[config.mk]
export PLATFORM = sky130hd
export DESIGN_NAME = oq_pkt_rr_arbiter
export DESIGN_NICKNAME = d
export VERILOG_FILES = /design/src/rtl/oq_pkg.sv /design/src/rtl/oq_rr_pick.sv /design/src/rtl/oq_pkt_rr_arbiter.sv
export SDC_FILE = /design/constraint.sdc
export NUM_CORES = 1
export LEC_CHECK = 0
export ABC_AREA = 1
export CORE_AREA = 2 2 487 489
export CTS_BUF_LIST = sky130_fd_sc_hd__clkbuf_8 sky130_fd_sc_hd__clkbuf_16
export CTS_CLUSTER_SIZE = 28
export DETAILED_ROUTE_END_ITERATION = 8
export DIE_AREA = 0 0 489 491
export PLACE_DENSITY = 0.3
export SKIP_LAST_GASP = 1
export SLEW_MARGIN = 20
export SYNTH_ARGS = -nofsm -noshare
export SYNTH_HDL_FRONTEND = slang
export SYNTH_SLANG_ARGS = --single-unit
export TNS_END_PERCENT = 30
[constraint.sdc]
create_clock -name clk -period 3.9 [get_ports clk]
set_clock_uncertainty 0.05 [all_clocks]
set_input_delay 0.585 -clock clk [delete_from_list [all_inputs] [get_ports clk]]
set_output_delay 0.585 -clock clk [all_outputs]
set_load 0.05 [all_outputs]
[src/rtl/oq_pkg.sv]
// Shared definitions for the output-queue memory write path: word layout,
// arbiter state encoding and a constant ceil-log2 helper.
package oq_pkg;
   localparam int MEM_WORD_WIDTH = 202;
   localparam int LAST_BIT       = 1;
   localparam int WORD_STATE_LO  = 2;
   localparam int WORD_STATE_HI  = 4;
   localparam int STROBE_LO      = 5;
   localparam int STROBE_HI      = 9;

   typedef enum logic [0:0] {
      IDLE   = 1'b0,
      LOCKED = 1'b1
   } arb_state_e;

   function automatic int clog2(input int value);
      int result;
      result = 0;
      for (int i = 0; i < 31; i++) begin
         if ((32'sd1 <<< i) < value) begin
            result = i + 1;
         end else begin
            result = result;
         end
      end
      return result;
   endfunction
endpackage

[src/rtl/oq_rr_pick.sv]
// Round-robin picker: rotates the request vector so ptr lands on bit 0,
// takes the lowest set bit, then maps that offset back to a queue index.
module oq_rr_pick
   import oq_pkg::*;
#(
   parameter int N     = 5,
   parameter int IDX_W = clog2(N)
) (
   input  logic [N-1:0]     req,
   input  logic [IDX_W-1:0] ptr,
   output logic [N-1:0]     gnt,
   output logic [IDX_W-1:0] idx,
   output logic             any
);
   localparam logic [IDX_W:0] N_EXT = (IDX_W + 1)'(N);

   logic [N-1:0]     rot_s;
   logic [IDX_W-1:0] off_s;
   logic [IDX_W:0]   sum_s;
   logic             found_s;

   // Rotate, priority-encode from the pointer, un-rotate the winning offset.
   always_comb begin
      rot_s   = N'({req, req} >> ptr);
      off_s   = '0;
      found_s = 1'b0;
      for (int i = N - 1; i >= 0; i--) begin
         if (rot_s[i]) begin
            off_s   = IDX_W'(i);
            found_s = 1'b1;
         end else begin
            found_s = found_s;
         end
      end
      sum_s = {1'b0, ptr} + {1'b0, off_s};
      if (sum_s >= N_EXT) begin
         sum_s = sum_s - N_EXT;
      end else begin
         sum_s = sum_s;
      end
      idx = sum_s[IDX_W-1:0];
      if (found_s) begin
         gnt = {{(N-1){1'b0}}, 1'b1} << idx;
      end else begin
         gnt = '0;
      end
      any = found_s;
   end
endmodule

[src/rtl/oq_pkt_rr_arbiter.sv]
// Packet-granular round-robin arbiter from the per-output-queue FIFOs onto the
// single SRAM write port; a granted queue keeps the port until its last word.
module oq_pkt_rr_arbiter #(
   parameter int NUM_QUEUES    = 5,
   parameter int DATA_WIDTH    = oq_pkg::MEM_WORD_WIDTH,
   parameter int LAST_BIT      = oq_pkg::LAST_BIT,
   parameter int QID_WIDTH     = 3,
   parameter int PKT_CNT_WIDTH = 32
) (
   input  logic                             clk,
   input  logic                             reset,
   input  logic [NUM_QUEUES*DATA_WIDTH-1:0] din,
   input  logic [NUM_QUEUES-1:0]            din_valid,
   output logic [NUM_QUEUES-1:0]            din_ready,
   input  logic [NUM_QUEUES-1:0]            queue_enable,
   output logic [DATA_WIDTH-1:0]            dout,
   output logic                             dout_valid,
   input  logic                             dout_ready,
   output logic [QID_WIDTH-1:0]             queue_id,
   output logic                             dout_sop,
   output logic [PKT_CNT_WIDTH-1:0]         pkt_count
);
   import oq_pkg::*;

   localparam int               PTR_W  = clog2(NUM_QUEUES);
   localparam logic [PTR_W-1:0] LAST_Q = PTR_W'(NUM_QUEUES - 1);

   arb_state_e                state_r, state_nxt_s;
   logic [PTR_W-1:0]          ptr_r, ptr_nxt_s, lock_q_r, lock_q_nxt_s;
   logic [PTR_W-1:0]          pick_idx_s, sel_idx_s;
   logic [NUM_QUEUES-1:0]     req_s, gnt_s, pop_s;
   logic                      pick_any_s, adv_s, move_s, sop_s, last_s;
   logic [DATA_WIDTH-1:0]     sel_word_s;

   function automatic logic [PTR_W-1:0] next_q(input logic [PTR_W-1:0] q);
      if (q == LAST_Q) begin
         return '0;
      end else begin
         return q + PTR_W'(1);
      end
   endfunction

   assign req_s     = din_valid & queue_enable;
   assign din_ready = pop_s;

   oq_rr_pick #(
      .N     (NUM_QUEUES),
      .IDX_W (PTR_W)
   ) u_pick (
      .req (req_s),
      .ptr (ptr_r),
      .gnt (gnt_s),
      .idx (pick_idx_s),
      .any (pick_any_s)
   );

   // Grant/transfer decision; a last word returns to IDLE so the next packet is picked without a bubble.
   always_comb begin
      adv_s        = ~dout_valid | dout_ready;
      state_nxt_s  = state_r;
      ptr_nxt_s    = ptr_r;
      lock_q_nxt_s = lock_q_r;
      sel_idx_s    = lock_q_r;
      move_s       = 1'b0;
      sop_s        = 1'b0;
      pop_s        = '0;
      case (state_r)
         IDLE: begin
            sel_idx_s = pick_idx_s;
            sop_s     = 1'b1;
            if (pick_any_s && adv_s && !reset) begin
               move_s = 1'b1;
               pop_s  = gnt_s;
            end else begin
               move_s = 1'b0;
            end
         end
         LOCKED: begin
            if (din_valid[lock_q_r] && adv_s && !reset) begin
               move_s           = 1'b1;
               pop_s[lock_q_r]  = 1'b1;
            end else begin
               move_s = 1'b0;
            end
         end
         default: begin
            state_nxt_s = IDLE;
         end
      endcase
      sel_word_s = din[sel_idx_s*DATA_WIDTH +: DATA_WIDTH];
      last_s     = sel_word_s[LAST_BIT];
      if (move_s) begin
         if (last_s) begin
            state_nxt_s = IDLE;
            ptr_nxt_s   = next_q(sel_idx_s);
         end else begin
            state_nxt_s  = LOCKED;
            lock_q_nxt_s = sel_idx_s;
         end
      end else begin
         state_nxt_s = state_nxt_s;
      end
   end

   // State, pointer and registered output stage.
   always_ff @(posedge clk) begin
      if (reset) begin
         state_r    <= IDLE;
         ptr_r      <= '0;
         lock_q_r   <= '0;
         dout       <= '0;
         dout_valid <= 1'b0;
         queue_id   <= '0;
         dout_sop   <= 1'b0;
         pkt_count  <= '0;
      end else begin
         state_r  <= state_nxt_s;
         ptr_r    <= ptr_nxt_s;
         lock_q_r <= lock_q_nxt_s;
         if (move_s) begin
            dout       <= sel_word_s;
            dout_valid <= 1'b1;
            queue_id   <= QID_WIDTH'(sel_idx_s);
            dout_sop   <= sop_s;
            if (last_s) begin
               pkt_count <= pkt_count + PKT_CNT_WIDTH'(1);
            end else begin
               pkt_count <= pkt_count;
            end
         end else if (dout_ready) begin
            dout_valid <= 1'b0;
         end else begin
            dout_valid <= dout_valid;
         end
      end
   end
endmodule

==> results, run 1 <==
- Counting every sink on the clock net gives 246.
- Counting flops with an async set or reset pin after synthesis yields a share of 0.
- The routed design could run at a clock period as short as 4510 ps.
- The first-pass GRT wire length is 263 mm.
- The initial utilization of the core area, before any placement, comes to 0.0794.
- The ratio of final minimum period to clock period is 1.16.
- Pin placement for this block handled 1267 I/O pins.
- The type of the setup path with the least slack is flop to primary output.
- The number of hold violations in the final report came to 0.
- The synthesized area is 0.0186 mm^2.
- In this run the critical register-to-register path is launched from ptr_r[0].
- The TritonCTS clock tree is built.
- In this run the clock root is driven by a sky130_fd_sc_hd__clkbuf_16.
- After detailed routing, the number of vias per cell comes to 3.67.
- The die covers 0.240 mm^2.
- The number of clock buffers added by TritonCTS is 42.
- The final sum of negative setup slack is -79250 ps.
- STA classifies the critical path endpoint as a primary output.
- After global routing the overflow that remains totals 0.
- The register-to-register path setup slack is -490 ps.
- The switching power share of the total is 0.525.
- The number of register bits inferred by synthesis is 246.
- For the worst-skew pair, the clock arrives at the later sink with an insertion delay of 640 ps.
- The number of nets produced by synthesis is 4206.
- For this run, the total global-route usage over all layers was measured as 0.160.
- The maximum clock insertion buffer count is 3.
- A synthesized cell averages 5.86 um^2.
- The worst endpoint required time is 3260 ps.
- The horizontal die dimension is 489 um.
- The die outline height is 491 um.
- The sort of element at the start of the critical path is a flop.
- The layer with the highest usage after global routing is met2.
- Power spread over the standard cell area amounts to 1000 mW/mm^2.
- The final routed DRC violation total is 0.
- The maximum level of the CTS H-tree is 2.
- In this run, the number of DRC markers left after iteration 0 of detailed routing was 1490.
- The yosys synthesis warning count is 0.
- Input and output buffers added on the ports amount to 1266.
- Of the synthesized area, sequential elements account for 0.265.
- In this run the critical register-to-register path is captured at pkt_count[28].
- For met3 alone, demand over resource in global routing was 0.0476.
- The routed wirelength normalized by instance count is 26.0 um.
- The number of antenna violations at the first check in global routing is 103.
- For the pin with the worst max-slew slack, the measured transition is 1070 ps.
- The total wirelength of the detailed-routed design is 204 mm.
- Setup violations remaining at the end of the flow were counted as 246.
- The global-route track usage on met2 is 0.287.
- The launch instance of the worst min-delay path is reset.
- The number of distinct library cells after synthesis is 35.
- The maximum fanout along the worst path is 7.
- Setup repair after global routing could not meet its margin everywhere.
- Timing analysis after detailed placement gives a worst setup slack of -1440 ps.
- The number of core rows is 178.
- The via count of the first global-routing pass is 29516.
- Counting cells, the worst reg-to-reg path comes to 29.
- The run finished, with violations left.
- For this design the static power due to leakage is 17.1 nW.
- From synthesis to final layout, the design area changed by 132%.
- The net switching component of the power is 0.0227 W.
- Data on the critical path arrives at its endpoint at 3870 ps.
- The worst hold path terminates at dout_sop.
- The highest ir drop seen on vdd is 0.000500 V.
- Of the total power, registers draw 0.086.
- The detail route stage leaves a number of antenna-violating nets equal to 0.
- Along the worst hold path, the cell count comes to 4.
- The number of pins with negative max-slew slack in the final report came to 0.
- Once detailed placement completed, the half-perimeter wirelength came to 162 mm.
- The clock transition time at the flip-flop clock pins of the worst setup and hold paths is 60 ps.
- The highest clock rate is 222 MHz.
- The routability congestion estimate is 0.875.
- The predominant post-synthesis flop cell is sky130_fd_sc_hd__dfxtp_1.
- The share of total power dissipated in combinational logic is 0.815.
- The met1 global-route usage is 0.173.
- The core outline area is 0.235 mm^2.
- The internal power is 0.0206 W.
- The count of vias placed by the detailed router is 28770.
- The final reports fail on setup timing.
- The gate count after technology mapping is 3176.
- In this run the worst hold path is classified as input port to flop.
- Of the cells placed in the final design, the portion with a size suffix greater than 1 is 0.196.
- The total iterations of the first detailed-routing run is 5.
- Across all setup checks in the final design, the least slack found is -607 ps.
- The relative max-transition margin is 0.286.
- Counting flops with a built-in enable in the synthesized netlist gives 0.
- Of the total power, the clock network draws 0.099.
- The tool flagged a number of max-cap violations equal to 0.
- The net count of the finished layout is 5653.
- Entering global routing, the biggest net connects 83 pins.
-- what timing repair did --
action	in CTS	in global routing
setup endpoints to repair	246	247
buffers inserted	76	34
gates cloned	40	15
resized for setup	412	326
pin swaps	131	84
endpoints found under the hold margin	0	0
hold buffers	0	0
-- worst max-delay path, cell delays in order, from the launching register on --
cell and delay [ps]:
sky130_fd_sc_hd__dfxtp_4 410, sky130_fd_sc_hd__buf_4 140, sky130_fd_sc_hd__nand3_2 70, sky130_fd_sc_hd__nand3_2 100
sky130_fd_sc_hd__nand3_2 100, sky130_fd_sc_hd__a31oi_4 210, sky130_fd_sc_hd__nor2_2 50, sky130_fd_sc_hd__ha_2 180
sky130_fd_sc_hd__fa_1 570, sky130_fd_sc_hd__inv_2 90, sky130_fd_sc_hd__ha_4 170, sky130_fd_sc_hd__nand2_2 80
sky130_fd_sc_hd__nand3_4 100, sky130_fd_sc_hd__nand2_4 140, sky130_fd_sc_hd__o21ai_4 80, sky130_fd_sc_hd__o21ai_4 80
sky130_fd_sc_hd__nand2_4 70, sky130_fd_sc_hd__buf_6 120, sky130_fd_sc_hd__o32ai_4 320, sky130_fd_sc_hd__buf_12 180
-- stage by stage --
step	cell area [um^2]	power (W)	cells	utilization	hold slack (ps)
after CTS	41500	0.0422	7764	0.177	347
after detailed placement	36500	0.0298	7580	0.156	426
after global placement	36500	0.0300	7580	0.156	404
after floorplan	18700	0.0168	3176	-	461
final	43200	0.0433	7842	0.184	429
after global routing	43200	0.0462	7824	0.184	440
-- synthesized netlist by cell type, types with 19 or more instances --
cell type                  instances  share of area
sky130_fd_sc_hd__xor2_1           19         0.0089
sky130_fd_sc_hd__buf_4            38          0.015
sky130_fd_sc_hd__clkbuf_1         70          0.014
sky130_fd_sc_hd__dfxtp_1         246           0.26
sky130_fd_sc_hd__inv_1           226          0.046
sky130_fd_sc_hd__a21oi_1         428           0.12
sky130_fd_sc_hd__buf_2           122          0.033
sky130_fd_sc_hd__buf_6            31          0.019
sky130_fd_sc_hd__nand4_1          21         0.0071
sky130_fd_sc_hd__nand3_1         513           0.14
sky130_fd_sc_hd__nand2_1         930           0.19
sky130_fd_sc_hd__nor2_1           52          0.010
sky130_fd_sc_hd__o21ai_0         384           0.10
-- state kept, by name, summed over array words and instances (netlist names) --
name / flops
queue_id: 3
pkt_count: 32
dout: 202
ptr_r: 3
dout_sop: 1
lock_q_r: 3
state_r: 1
dout_valid: 1
-- worst max path at each step --
stage,from,to,slack [ps]
3_3_place_gp,din_valid[3],dout[146],-1520
2_1_floorplan,queue_enable[4],din_ready[4],-40
4_1_cts,ptr_r[0],din_ready[3],-730
5_1_grt,ptr_r[0],din_ready[1],-830
3_5_place_dp,din_valid[3],dout[146],-1440
6_report,ptr_r[0],din_ready[1],-610
-- logic make-up (layout without fill, tap and decap cells) --
group | after synthesis | count (layout) | synth area share
compound gates | 837 | 837 | 0.227
xor+xnor | 30 | 30 | 0.0141
fa+ha+maj | 7 | 7 | 0.00511
buf+inv | 500 | 1975 | 0.130
flops | 246 | 246 | 0.265
simple gates | 1556 | 1556 | 0.360
other cells | 0 | 41 | 0
-- cells in the final DEF, fill, tap and decap left out, types with 9 or more instances in the layout --
cell type	count
sky130_fd_sc_hd__a21oi_1	351
sky130_fd_sc_hd__a21oi_2	75
sky130_fd_sc_hd__buf_12	89
sky130_fd_sc_hd__buf_16	44
sky130_fd_sc_hd__buf_4	219
sky130_fd_sc_hd__buf_6	31
sky130_fd_sc_hd__buf_8	11
sky130_fd_sc_hd__clkbuf_16	58
sky130_fd_sc_hd__clkbuf_8	11
sky130_fd_sc_hd__clkdlybuf4s50_1	1250
sky130_fd_sc_hd__dfxtp_1	244
sky130_fd_sc_hd__diode_2	41
sky130_fd_sc_hd__inv_1	224
sky130_fd_sc_hd__inv_2	10
sky130_fd_sc_hd__nand2_1	750
sky130_fd_sc_hd__nand2_2	84
sky130_fd_sc_hd__nand2_4	94
sky130_fd_sc_hd__nand2_8	9
sky130_fd_sc_hd__nand3_1	401
sky130_fd_sc_hd__nand3_2	83
sky130_fd_sc_hd__nand3_4	37
sky130_fd_sc_hd__nand4_1	21
sky130_fd_sc_hd__nor2_1	45
sky130_fd_sc_hd__nor3_1	11
sky130_fd_sc_hd__o21ai_0	371
sky130_fd_sc_hd__o21ai_1	19
sky130_fd_sc_hd__xnor2_1	11
sky130_fd_sc_hd__xor2_1	19
-- layout make-up --
type	count	area, um^2
clock inverters	16	229
repair buffers	1670	18200
inverters	233	897
clock buffers	56	1280
diodes	41	103
well taps	3150	3940
fillers	26726	191000
multi-input cells	2430	13700
flip-flops and latches	246	4930
-- power groups by stage --
| stage | Combinational [W] | Sequential (W) | Clock (W) |
|---|---|---|---|
| global placement | 0.0262 | 0.00375 | 0 |
| global route | 0.0378 | 0.00379 | 0.00457 |
| detailed placement | 0.0261 | 0.00375 | 0 |
| floorplan | 0.0109 | 0.00588 | 0 |
| CTS | 0.0339 | 0.00371 | 0.00452 |
| finish | 0.0353 | 0.00371 | 0.00430 |
-- metal layers --
| metal | wire [um] | up-vias |
|---|---|---|
| met5 | 309 | - |
| met4 | 7890 | 52 |
| met3 | 16500 | 283 |
| met2 | 104000 | 1244 |
| met1 | 75600 | 13628 |
| li1 | - | 13563 |
(Power assumes the default switching activity.)
==> inputs of run 2 (changes only) <==
--- a/config.mk
+++ b/config.mk
@@ -17,4 +17,4 @@
 export SYNTH_ARGS = -nofsm -noshare
 export SYNTH_HDL_FRONTEND = slang
 export SYNTH_SLANG_ARGS = --single-unit
-export TNS_END_PERCENT = 30
+export TNS_END_PERCENT = 20
==> run 2 against run 1 <==
Against the previous run: the run still ends with setup timing left; highest routed layer unchanged; fmax is 0.37% higher; largest power group unchanged; register-to-register slack better by 30 ps; power is 4.4% lower; critical path depth is 1 higher; worst setup slack better by 17 ps; final area is 2.8% lower; global-route usage is 0.066 points lower; cell count is 0.28% lower.
==> results, run 2 (same netlist as run 1, synthesis figures left out) <==
- Buffers inserted during clock tree synthesis total 42.
- Fill cells in the final layout number 26842.
- The total wirelength of the detailed-routed design is 201 mm.
- The via count of the first global-routing pass is 29362.
- The die is 489 um wide.
- The largest registers in the layout are dout (202), pkt_count (32).
- The net switching component of the power is 0.0217 W.
- The cell at the root of the clock tree is sky130_fd_sc_hd__clkbuf_16.
- The core outline area is 0.235 mm^2.
- The delay contributed by the slowest stage of the critical path is 570 ps.
- The critical path in this run is classified as flop to primary output.
- The H-tree generated during clock tree synthesis spans 2 levels.
- Summing all flip-flop and latch instances after layout gives 0.00493 mm^2.
- The number of pins with negative max-slew slack in the final report came to 0.
- The tree built by TritonCTS fans out to 246 sinks.
- The multi-input gate area in the final layout is 0.0128 mm^2.
- The worst endpoint required time is 3260 ps.
- The number of nets in the final layout is 5632.
- The power density relative to cell area is 985 mW/mm^2.
- The final reports fail on setup timing.
- The maximum fanout along the worst path is 7.
- Entering global routing, the biggest net connects 83 pins.
- The post-route antenna net violation count is 0.
- At the worst endpoint, the arrival time is 3860 ps.
- Setup repair after global routing could not meet its margin everywhere.
- The worst setup path is launched from a flop.
- The most critical setup path has its startpoint at ptr_r[0].
- The slowest stage of the critical path belongs to the cell sky130_fd_sc_hd__fa_1.
- The final cell utilization of the core is 0.179.
- Summing over every cut layer, the via total after detailed routing is 28423.
- The combinational share of power is 0.807.
- Of the total power, the share spent switching nets is 0.524.
- The signal on the critical path passes through buf_4 > nand3_2 > nand3_2 > nand3_1 > nand2_2 > a31oi_4 > nor2_2 > ha_2 > fa_1 > inv_2 > ha_4 > nand2_2 > nand3_4 > nand2_4 > o21ai_4 > o21ai_4 > nand2_4 > buf_6 > o32ai_4 > buf_12.
- The final routed DRC violation total is 0.
- The total congestion overflow is 0.
- After legalization and detailed placement, the total HPWL measured 162 mm.
- For the pin with the worst max-slew slack, the measured transition is 979 ps.
- Once routing completed, OpenROAD measured the worst setup slack at -590 ps.
- The endpoint identified for the worst register-to-register timing path is dout[14].
- dout holds more flip-flops than any other register.
- The floorplan step defined a die boundary enclosing 0.240 mm^2.
- Dividing the detail-routed wire length by the instance count gives 25.8 um.
- The routability congestion estimate is 0.875.
- In this design, the largest share of critical-path delay is due to adder cells.
- Across the run, the number of max-cap violations was 0.
- The number of gates on the worst path with buffers counted is 20.
- The clock transition time at the flip-flop clock pins of the worst setup and hold paths is 60 ps.
- Port buffering added 1266 buffers.
- The first detailed-routing pass took 6 iterations.
- In the finished design, the share of the clock period the worst path needs comes to 1.15.
- After the first detailed-routing iteration, the DRC count stood at 1666.
- Across the VDD grid, the largest voltage drop is 0.000486 V.
- The fraction of layout cells with a size suffix above 1 is 0.157.
- The clock insertion delay at the later pin of the skew report is 640 ps.
- In the global route stage, overall resource usage came out at 0.159.
- Setup violations remaining at the end of the flow were counted as 246.
- From synthesis to final layout, the design area changed by 126%.
- Along the worst hold path, the cell count comes to 2.
- The highest clock rate is 223 MHz.
- The min-delay analysis places its worst path in the category flop to flop.
- The number of flip-flops under the largest register name is 202.
- For this design, the CTS-stage hold fixing added 0 buffers.
- The number of hold violations in the final report is 0.
- The flow ran to the end, but the final reports show violations.
- The number of vias per cell after detailed routing is 3.63.
- The number of antenna violations at the first check in global routing is 103.
- In the layout the commonest cells are 1250 x sky130_fd_sc_hd__clkdlybuf4s50_1, 839 x sky130_fd_sc_hd__nand2_1, 431 x sky130_fd_sc_hd__nand3_1.
- The nature of the critical path endpoint is a primary output.
- The share of total power dissipated in sequential elements is 0.089.
- The register-to-register path setup slack is -460 ps.
- The die is 491 um tall.
- The post-placement worst setup slack is -1440 ps.
- Counting I/O delays and the setup requirement, the final critical path takes 4490 ps.
- In this run the tightest slew margin relative to its limit is 0.345.
- For this configuration, the core starts out at a cell density of 0.0794.
- The number of buffers and inverters on the critical path is 4.
- In this run the worst setup path terminates at din_ready[1].
- The share of total power dissipated in the clock network is 0.103.
- In this run the static leakage power is 16.6 nW.
- The most common cell after layout, fill and taps aside is sky130_fd_sc_hd__clkdlybuf4s50_1.
- The first-pass GRT wire length is 262 mm.
- The clock passes through at most 3 buffers.
- The TritonCTS clock tree is built.
- The depth of the worst register-to-register path is 31.
- Pin placement for this block handled 1267 I/O pins.
- The internal power is 0.0197 W.
- The final sum of negative setup slack is -72270 ps.
- The worst register-to-register path begins at ptr_r[0].
- Row generation in the floorplan step produced 178 rows.
[run 2: worst register-to-register path: cells and delay by family, from the launching register on]
kind | cells | cell delay (ps)
buffers and inverters | 12 | 1370
AND/OR/NAND/NOR | 13 | 1050
adder cells (fa/ha/maj) | 3 | 910
AO/OA/AOI/OAI | 3 | 560
flip-flops | 1 | 380
[run 2: cell type report]
| cell class | count | area share |
|---|---|---|
| clock buffer | 56 | 0.0304 |
| inverter | 233 | 0.0214 |
| timing repair buffer | 1649 | 0.424 |
| multi-input combinational | 2430 | 0.305 |
| tap | 3150 | 0.0938 |
| antenna | 40 | 0.00238 |
| clock inverter | 16 | 0.00545 |
| sequential | 246 | 0.117 |
[run 2: repair_timing]
action	CTS	global route
hold endpoints to repair	0	0
cloned	37	6
setup endpoints to repair	246	247
buffers inserted	65	31
gates resized for setup	310	154
pin swaps	100	50
[run 2: worst min-delay path by stage]
stage,end,from,slack (ps)
2_1_floorplan,lock_q_r[0],lock_q_r[0],460
3_3_place_gp,dout_sop,dout_sop,400
3_5_place_dp,dout_sop,dout_sop,430
4_1_cts,dout_sop,reset,350
5_1_grt,dout_sop,reset,440
6_report,dout_sop,dout_sop,430
[run 2: power by group through the flow]
stage,sequential (W),clock [W],combinational [W]
2_1_floorplan,0.00588,0,0.0109
4_1_cts,0.00371,0.00452,0.0330
3_5_place_dp,0.00375,0,0.0261
3_3_place_gp,0.00375,0,0.0262
5_1_grt,0.00378,0.00457,0.0359
6_report,0.00370,0.00428,0.0334
[run 2: per-layer routing]
layer	global-route usage	vias to the layer above	wire length, um
met2	0.286	1222	103000
li1	-	13492	-
met4	0.0649	54	7390
met1	0.172	13390	74900
met5	0	-	312
met3	0.0472	265	16100
[run 2: stage by stage]
stage	instances	area (um^2)	hold WS, ps	power (W)
6_report	7820	42000	431	0.0414
5_1_grt	7801	42000	441	0.0442
4_1_cts	7751	41000	347	0.0412
3_5_place_dp	7580	36500	426	0.0298
3_3_place_gp	7580	36500	404	0.0300
2_1_floorplan	3176	18700	461	0.0168
